--- src/rtl/dual_port_ram_with_conflict.sv ---
// dual_port_ram_with_conflict
//   True dual-port synchronous RAM. Both ports share clk and can read or write
//   any of the 2**ADDR_WIDTH words on every cycle.
//   - Write/write to the same address: a round-robin pointer chooses the
//     winner. The pointer starts at A and flips after every such conflict.
//   - Write on one port with a read of the same address on the other: the
//     reader gets the new data in the same cycle (write-through).
//   Optional build macro: CONFLICT_FLAG_EN adds a registered one-cycle
//   `conflict` pulse for each write/write collision.
//
// Ports
//   clk                      rising-edge clock for all logic
//   reset                    synchronous reset, active low
//   addr_a / addr_b          port address
//   read_a / read_b          read enable; read data appears after the edge
//   write_a / write_b        write enable
//   write_data_a / _b        write data
//   read_data_a / _b         registered read data; holds when no read occurs
//   conflict                 (CONFLICT_FLAG_EN only) write/write collision pulse
module dual_port_ram_with_conflict #(
  parameter int DATA_WIDTH = 8,
  parameter int ADDR_WIDTH = 4
) (
  input  logic                  clk,
  input  logic                  reset,
  input  logic [ADDR_WIDTH-1:0] addr_a,
  input  logic                  read_a,
  input  logic                  write_a,
  input  logic [DATA_WIDTH-1:0] write_data_a,
  input  logic [ADDR_WIDTH-1:0] addr_b,
  input  logic                  read_b,
  input  logic                  write_b,
  input  logic [DATA_WIDTH-1:0] write_data_b,
  output logic [DATA_WIDTH-1:0] read_data_a,
`ifdef CONFLICT_FLAG_EN
  output logic [DATA_WIDTH-1:0] read_data_b,
  output logic                  conflict
`else
  output logic [DATA_WIDTH-1:0] read_data_b
`endif
);

  localparam int DEPTH = 2 ** ADDR_WIDTH;

  logic [DATA_WIDTH-1:0] mem [DEPTH];

  // 0: A owns the next write/write conflict, 1: B owns it
  logic prio_b;

  logic                  same_addr;
  logic                  ww_conflict;
  logic                  eff_write_a;
  logic                  eff_write_b;
  logic [DATA_WIDTH-1:0] win_data;
  logic                  do_read_a;
  logic                  do_read_b;
  logic [DATA_WIDTH-1:0] next_read_a;
  logic [DATA_WIDTH-1:0] next_read_b;

  always_comb begin
    same_addr   = (addr_a == addr_b);
    ww_conflict = write_a & write_b & same_addr;
    // The losing port's write is dropped.
    eff_write_a = write_a & ~(ww_conflict & prio_b);
    eff_write_b = write_b & ~(ww_conflict & ~prio_b);
    win_data    = prio_b ? write_data_b : write_data_a;
  end

  // A port with both read and write enabled does not read. The exception is a
  // write/write collision: a port that is also reading sees the winning word.
  always_comb begin
    do_read_a   = 1'b0;
    next_read_a = read_data_a;
    if (read_a && ww_conflict) begin
      do_read_a   = 1'b1;
      next_read_a = win_data;
    end else if (read_a && !write_a) begin
      do_read_a   = 1'b1;
      next_read_a = (write_b && same_addr) ? write_data_b : mem[addr_a];
    end
  end

  always_comb begin
    do_read_b   = 1'b0;
    next_read_b = read_data_b;
    if (read_b && ww_conflict) begin
      do_read_b   = 1'b1;
      next_read_b = win_data;
    end else if (read_b && !write_b) begin
      do_read_b   = 1'b1;
      next_read_b = (write_a && same_addr) ? write_data_a : mem[addr_b];
    end
  end

  // At most one effective write can target any single word. After arbitration
  // the two effective writes never share an address.
  always_ff @(posedge clk) begin
    if (!reset) begin
      for (int i = 0; i < DEPTH; i++) mem[i] <= '0;
    end else begin
      if (eff_write_a) mem[addr_a] <= write_data_a;
      if (eff_write_b) mem[addr_b] <= write_data_b;
    end
  end

  always_ff @(posedge clk) begin
    if (!reset) begin
      read_data_a <= '0;
      read_data_b <= '0;
      prio_b      <= 1'b0;
    end else begin
      if (do_read_a) read_data_a <= next_read_a;
      if (do_read_b) read_data_b <= next_read_b;
      if (ww_conflict) prio_b <= ~prio_b;
    end
  end

`ifdef CONFLICT_FLAG_EN
  always_ff @(posedge clk) begin
    if (!reset) conflict <= 1'b0;
    else        conflict <= ww_conflict;
  end
`endif

endmodule

--- config.mk ---
export PLATFORM = sky130hd
export DESIGN_NAME = dual_port_ram_with_conflict
export DESIGN_NICKNAME = d
export VERILOG_FILES = /design/src/rtl/dual_port_ram_with_conflict.sv
export SDC_FILE = /design/constraint.sdc
export NUM_CORES = 1
export LEC_CHECK = 0
export ABC_AREA = 1
export BUFFER_PORTS_ARGS = -buffer_cell sky130_fd_sc_hd__buf_2
export CAP_MARGIN = 0
export CORE_MARGIN = 3
export CORE_UTILIZATION = 50
export CTS_CLUSTER_DIAMETER = 200
export DETAILED_ROUTE_END_ITERATION = 6
export PLACE_DENSITY = 0.67
export SLEW_MARGIN = 0
export SYNTH_ARGS = -nofsm -noshare
export SYNTH_HDL_FRONTEND = slang
export SYNTH_SLANG_ARGS = --single-unit
export TNS_END_PERCENT = 20
--- constraint.sdc ---
create_clock -name clk -period 4.3 [get_ports clk]
set_input_delay 0.645 -clock clk [delete_from_list [all_inputs] [get_ports clk]]
set_output_delay 0.645 -clock clk [all_outputs]
set_load 0.01 [all_outputs]
# After elaboration in Yosys (flattened, before gate mapping)
# Memory sizes are Yosys's and may differ from the RTL's.
# Index checks and enable logic that the tools add are counted.
dict set report word_totals {
  mem_bits_rw 128
  output_inout_bits 16
  reg_bits 17
  word_cells 52
  n_memories 1
  input_bits 30
}
dict set report classes {
  bitwise 9
  n_eq_ne 1
  reduce_logical 14
  n_mux 24
}
# memory depth word_bits read_ports rd_clocked_by_memory_dff wr line
set memory_table {}
lappend memory_table {mem 16 8 2 0 16 45} ;# logic [DATA_WIDTH-1:0] mem [DEPTH];
# cell count
set ops {}
lappend ops {{$mux W8} 9}
lappend ops {{$reduce_or A8 Y1} 2}
lappend ops {{$mux W1} 13}
lappend ops {{$mux W4} 2}
lappend ops {{$and A1 B1 Y1} 6}
lappend ops {{$logic_and A1 B1 Y1} 6}
lappend ops {{$eq A4 B4 Y1} 1}
lappend ops {{$reduce_and A2 Y1} 2}
lappend ops {{$reduce_bool A2 Y1} 2}
lappend ops {{$not A1 Y1} 3}
lappend ops {{$logic_not A1 Y1} 2}

# Logic depth before layout (Yosys ltp)
dict set report depth {
  word_depth 10
  depth_mapped 13
  mapped_depth_nobuf 11
}

# Worst setup path before layout
# OpenSTA, ideal clock, no wires.
dict set report synth_timing {
  path_type {input-to-reg}
  startpoint {input addr_a[1]}
  endpoint {memory mem[12][0] (enable)}
  stages 10
  setup_ns 0.376
  arrival_ns 2.145
  setup_slack_ns 1.779
  path_cell_list {buf_4 inv_2 nand2_1 nand2_1 nor2_2 nand3_4 inv_2 a21oi_4 nand2_4 o211ai_1}
}
# item line
set synth_lines {}
lappend synth_lines {{start, declared} 26} ;# input logic [ADDR_WIDTH-1:0] addr_a,
lappend synth_lines {{end, declared} 45}

==> tab_implementation.tex <==
\begin{tabular}{lr}
\hline
Metric & Value \\
\hline
\multicolumn{2}{l}{\textbf{STA}} \\
Maximum frequency from static timing analysis & 358 MHz \\
Final worst hold slack & just over 500 ps \\
Largest clock skew in the final design & around 8.4 ps \\
Hold Violations, Final & 0 \\
Summed negative setup slack over all endpoints & 0 ps \\
Post-route fraction of the period consumed by the critical path & between 60 and 70\% \\
Relative max-transition margin & 29.1\% \\
Final slew viol count & 0 \\
Transition time at the pin with the least slew margin & roughly 1100 ps \\
RSZ-0062 raised after global routing & no \\
Final-report setup violation count & 0 \\
Min cycle time layout & between 2000 and 3000 ps \\
Final setup slack of the worst path & approximately 1500 ps \\
\multicolumn{2}{l}{\textbf{Routing}} \\
Post-route DRC violation count & 0 \\
Average vias per placed instance & approximately 6.2 \\
First-pass iteration count of the detailed router & 6 \\
Remaining antenna violation count & 0 \\
DRT Wirelength & $\sim$32,000 um \\
Iteration-0 DRC Markers & 1,262 \\
Total via count after detailed routing & about 8,500 \\
Average routed wire per standard cell & around 23 um \\
\multicolumn{2}{l}{\textbf{Logic synthesis}} \\
Synthesized net count & approximately 1,100 \\
Area of the mapped netlist & approximately 9000 um2 \\
Area share of the largest cell type after synthesis & around 44\% \\
Largest area contributor in the synthesized netlist & sky130\_fd\_sc\_hd\_\_edfxtp\_1 \\
Number of flip-flops and latches in the synthesized netlist & between 100 and 150 \\
Count of yosys warnings during synthesis & 0 \\
Distinct cell type count after synthesis & 30 \\
Register area share after synthesis & a little under half \\
Number of instances in the synthesized netlist & approximately 1,100 \\
Syn\_area\_per\_cell & around 7.9 um2 \\
Cells taking the most area after synthesis & sky130\_fd\_sc\_hd\_\_edfxtp\_1, sky130\_fd\_sc\_hd\_\_nand2\_1, sky130\_fd\_sc\_hd\_\_o21ai\_0 \\
\multicolumn{2}{l}{\textbf{Placement}} \\
Placed wire-length estimate after detailed placement & approximately 21,000 um \\
Placement-stage worst setup slack & between 1000 and 1500 ps \\
Count of port buffers added during placement & 45 \\
RePlAce Congestion & just under 1 \\
\multicolumn{2}{l}{\textbf{Cells and area}} \\
Area added between synthesis and finish & 10.5\% \\
Diodes inserted & 0 \\
Utilization after layout & between 50\% and 60\% \\
Sequential cell area & between 4000 and 5000 um2 \\
Fraction of layout cells with a size suffix above 1 & between 10\% and 20\% \\
Count of fill cells added during filler insertion & 1,541 \\
Area taken by multi-input logic gates & 4000 um2 \\
Layout net count & roughly 1,200 \\
\multicolumn{2}{l}{\textbf{Worst hold path}} \\
Classification of the worst-slack hold path & reg2reg \\
\multicolumn{2}{l}{\textbf{CTS}} \\
Buffer depth of the longest clock path & 2 \\
Clock Tree Root & sky130\_fd\_sc\_hd\_\_clkbuf\_16 \\
Count of H-tree levels built during CTS & 4 \\
Clock buffer count from CTS & 17 \\
CTS tree & yes \\
Clk\_lat worst skew & $\sim$440 ps \\
Number of buffers inserted by hold repair at cts & 0 \\
CTS Sinks & $\sim$150 \\
Post-cts resize count & 0 \\
Clock transition at the registers of the reported paths & roughly 70 ps \\
Buffers inserted during post-CTS setup optimization & 0 \\
\multicolumn{2}{l}{\textbf{Global route}} \\
Remaining global-route overflow & 0 \\
Initial antenna violation count & 0 \\
Gr usage total & roughly a third \\
Number of global-route vias before repair & 7,742 \\
Wire length of the first global-routing pass & around 47,000 um \\
Largest net degree at the start of global routing & 33 \\
\multicolumn{2}{l}{\textbf{Setup path}} \\
Top cell family by delay on the critical path & compound AO/OA/AOI/OAI gates \\
Setup crit end kind & flip-flop \\
Buf+Inv Stages, Crit Path & 3 \\
Maximum cell stage delay along the critical path & about 700 ps \\
CP arrival & around 2900 ps \\
Required @ worst endpoint & 4370 ps \\
Slowest-stage cell, CP & sky130\_fd\_sc\_hd\_\_o211ai\_1 \\
R2R setup slack & $\sim$1700 ps \\
Most frequent cell on the critical path & sky130\_fd\_sc\_hd\_\_nand2\_1 \\
Kind of critical path & in2reg \\
Startpoint type of the worst setup path & input port \\
Highest fanout seen on the critical path & 17 \\
Critical path, cell by cell & buf\_2 > inv\_1 > nand2\_1 > nand2\_1 > nor2\_2 > nand3\_4 > inv\_2 > a21oi\_4 > nand2\_4 > o211ai\_1 \\
\multicolumn{2}{l}{\textbf{Floorplanning}} \\
Height of the die & 138 um \\
Io pins & between 40 and 50 \\
Initial core utilization & around half \\
Die area & 19,200 um2 \\
Core Region & between 15,000 and 20,000 um2 \\
Horizontal extent of the die & around 140 um \\
Placement row count & between 40 and 50 \\
\multicolumn{2}{l}{\textbf{Pwr}} \\
Static leakage power & 3.78 nW \\
VDD IR max & 0.000301 V \\
Power density over cell area & between 300 and 400 nW/um2 \\
\multicolumn{2}{l}{\textbf{Job}} \\
\# Max-Cap Violations & 0 \\
\multicolumn{2}{l}{\textbf{Outcome}} \\
Status & completed \\
\hline
\end{tabular}
worst min-delay path, delay by kind of cell, from the launching register on:
family | cells | cell delay (ps)
DFF | 1 | 320
and+or+nand+nor | 1 | 70
AOI/OAI and AO/OA | 1 | 70
registers in the layout, summed over array words and instances, names as in the netlist:
signal	count
mem	128
read_data_a	8
read_data_b	8
prio_b	1
area by class of cell:
type | count | share of cell area, %
timing repair buffer | 58 | 3.33
sequential | 145 | 43.1
inverter | 95 | 3.68
tap | 220 | 2.84
clock inverter | 14 | 1.37
multi-input combinational | 814 | 41.2
clock buffer | 18 | 4.43
cells in the mapped netlist (all sizes together):
master / n
o21ai: 183
nand4: 20
clkbuf: 43
a21oi: 18
o211ai: 16
nor2: 65
edfxtp: 128
o22ai: 28
nand3: 14
nand2: 407
a22o: 2
dfxtp: 17
a22oi: 58
xor2: 1
a21o: 1
inv: 95
buf: 16
a31oi: 1
path summary, 6_finish.rpt:
path,start,end,depth (start not counted)
worst min-delay path,read_data_a[3],read_data_a[3],2
worst max register to register,prio_b,mem[14][4],6
worst max-delay path,addr_a[0],mem[0][2],10
worst min register to register,read_data_a[3],read_data_a[3],2
logic make-up (layout without fill, tap and decap cells):
kind of cell	after synthesis	in the layout	share of synthesized area, %
xor gates and xnor gates	1	1	0.0998
DFF	145	145	47.7
AOI/OAI and AO/OA	307	307	20.3
and+or+nand+nor	506	506	25.1
buffers and inverters	154	185	6.84
cells in the final DEF, fill, tap and decap left out, drive strengths merged:
master  instances
o22ai          28
nand3          14
a22o            2
nor2           65
clkbuf         18
a22oi          58
nand4          20
inv            98
a31oi           1
a21o            1
o21ai         183
bufinv          1
buf            58
dfxtp          17
a21oi          18
edfxtp        128
clkinv         10
o211ai         16
xor2            1
nand2         407
routing by layer:
layer / vias to the layer above / wire, um / track usage [%]
met5: - / 0 / 0
met4: 0 / 1810 / 17.0
met3: 140 / 4110 / 8.74
met2: 659 / 13400 / 47.9
met1: 3816 / 12300 / 44.9
li1: 3849 / - / -
through the flow:
step                cell area, um2  cells  power [mW]
floorplan                     8770   1113        2.00
global placement              9140   1332        2.20
detailed placement            9140   1332        2.20
CTS                           9700   1364        3.59
global route                  9700   1364        3.73
finish                        9700   1364        3.62
where the power goes:
group,total (mW),internal [mW],switching [mW]
registers,1.69,1.63,0.0619
logic,0.504,0.129,0.375
clock network,1.42,0.802,0.622
total,3.62,2.56,1.06
Power figures use the tool's default switching activity.
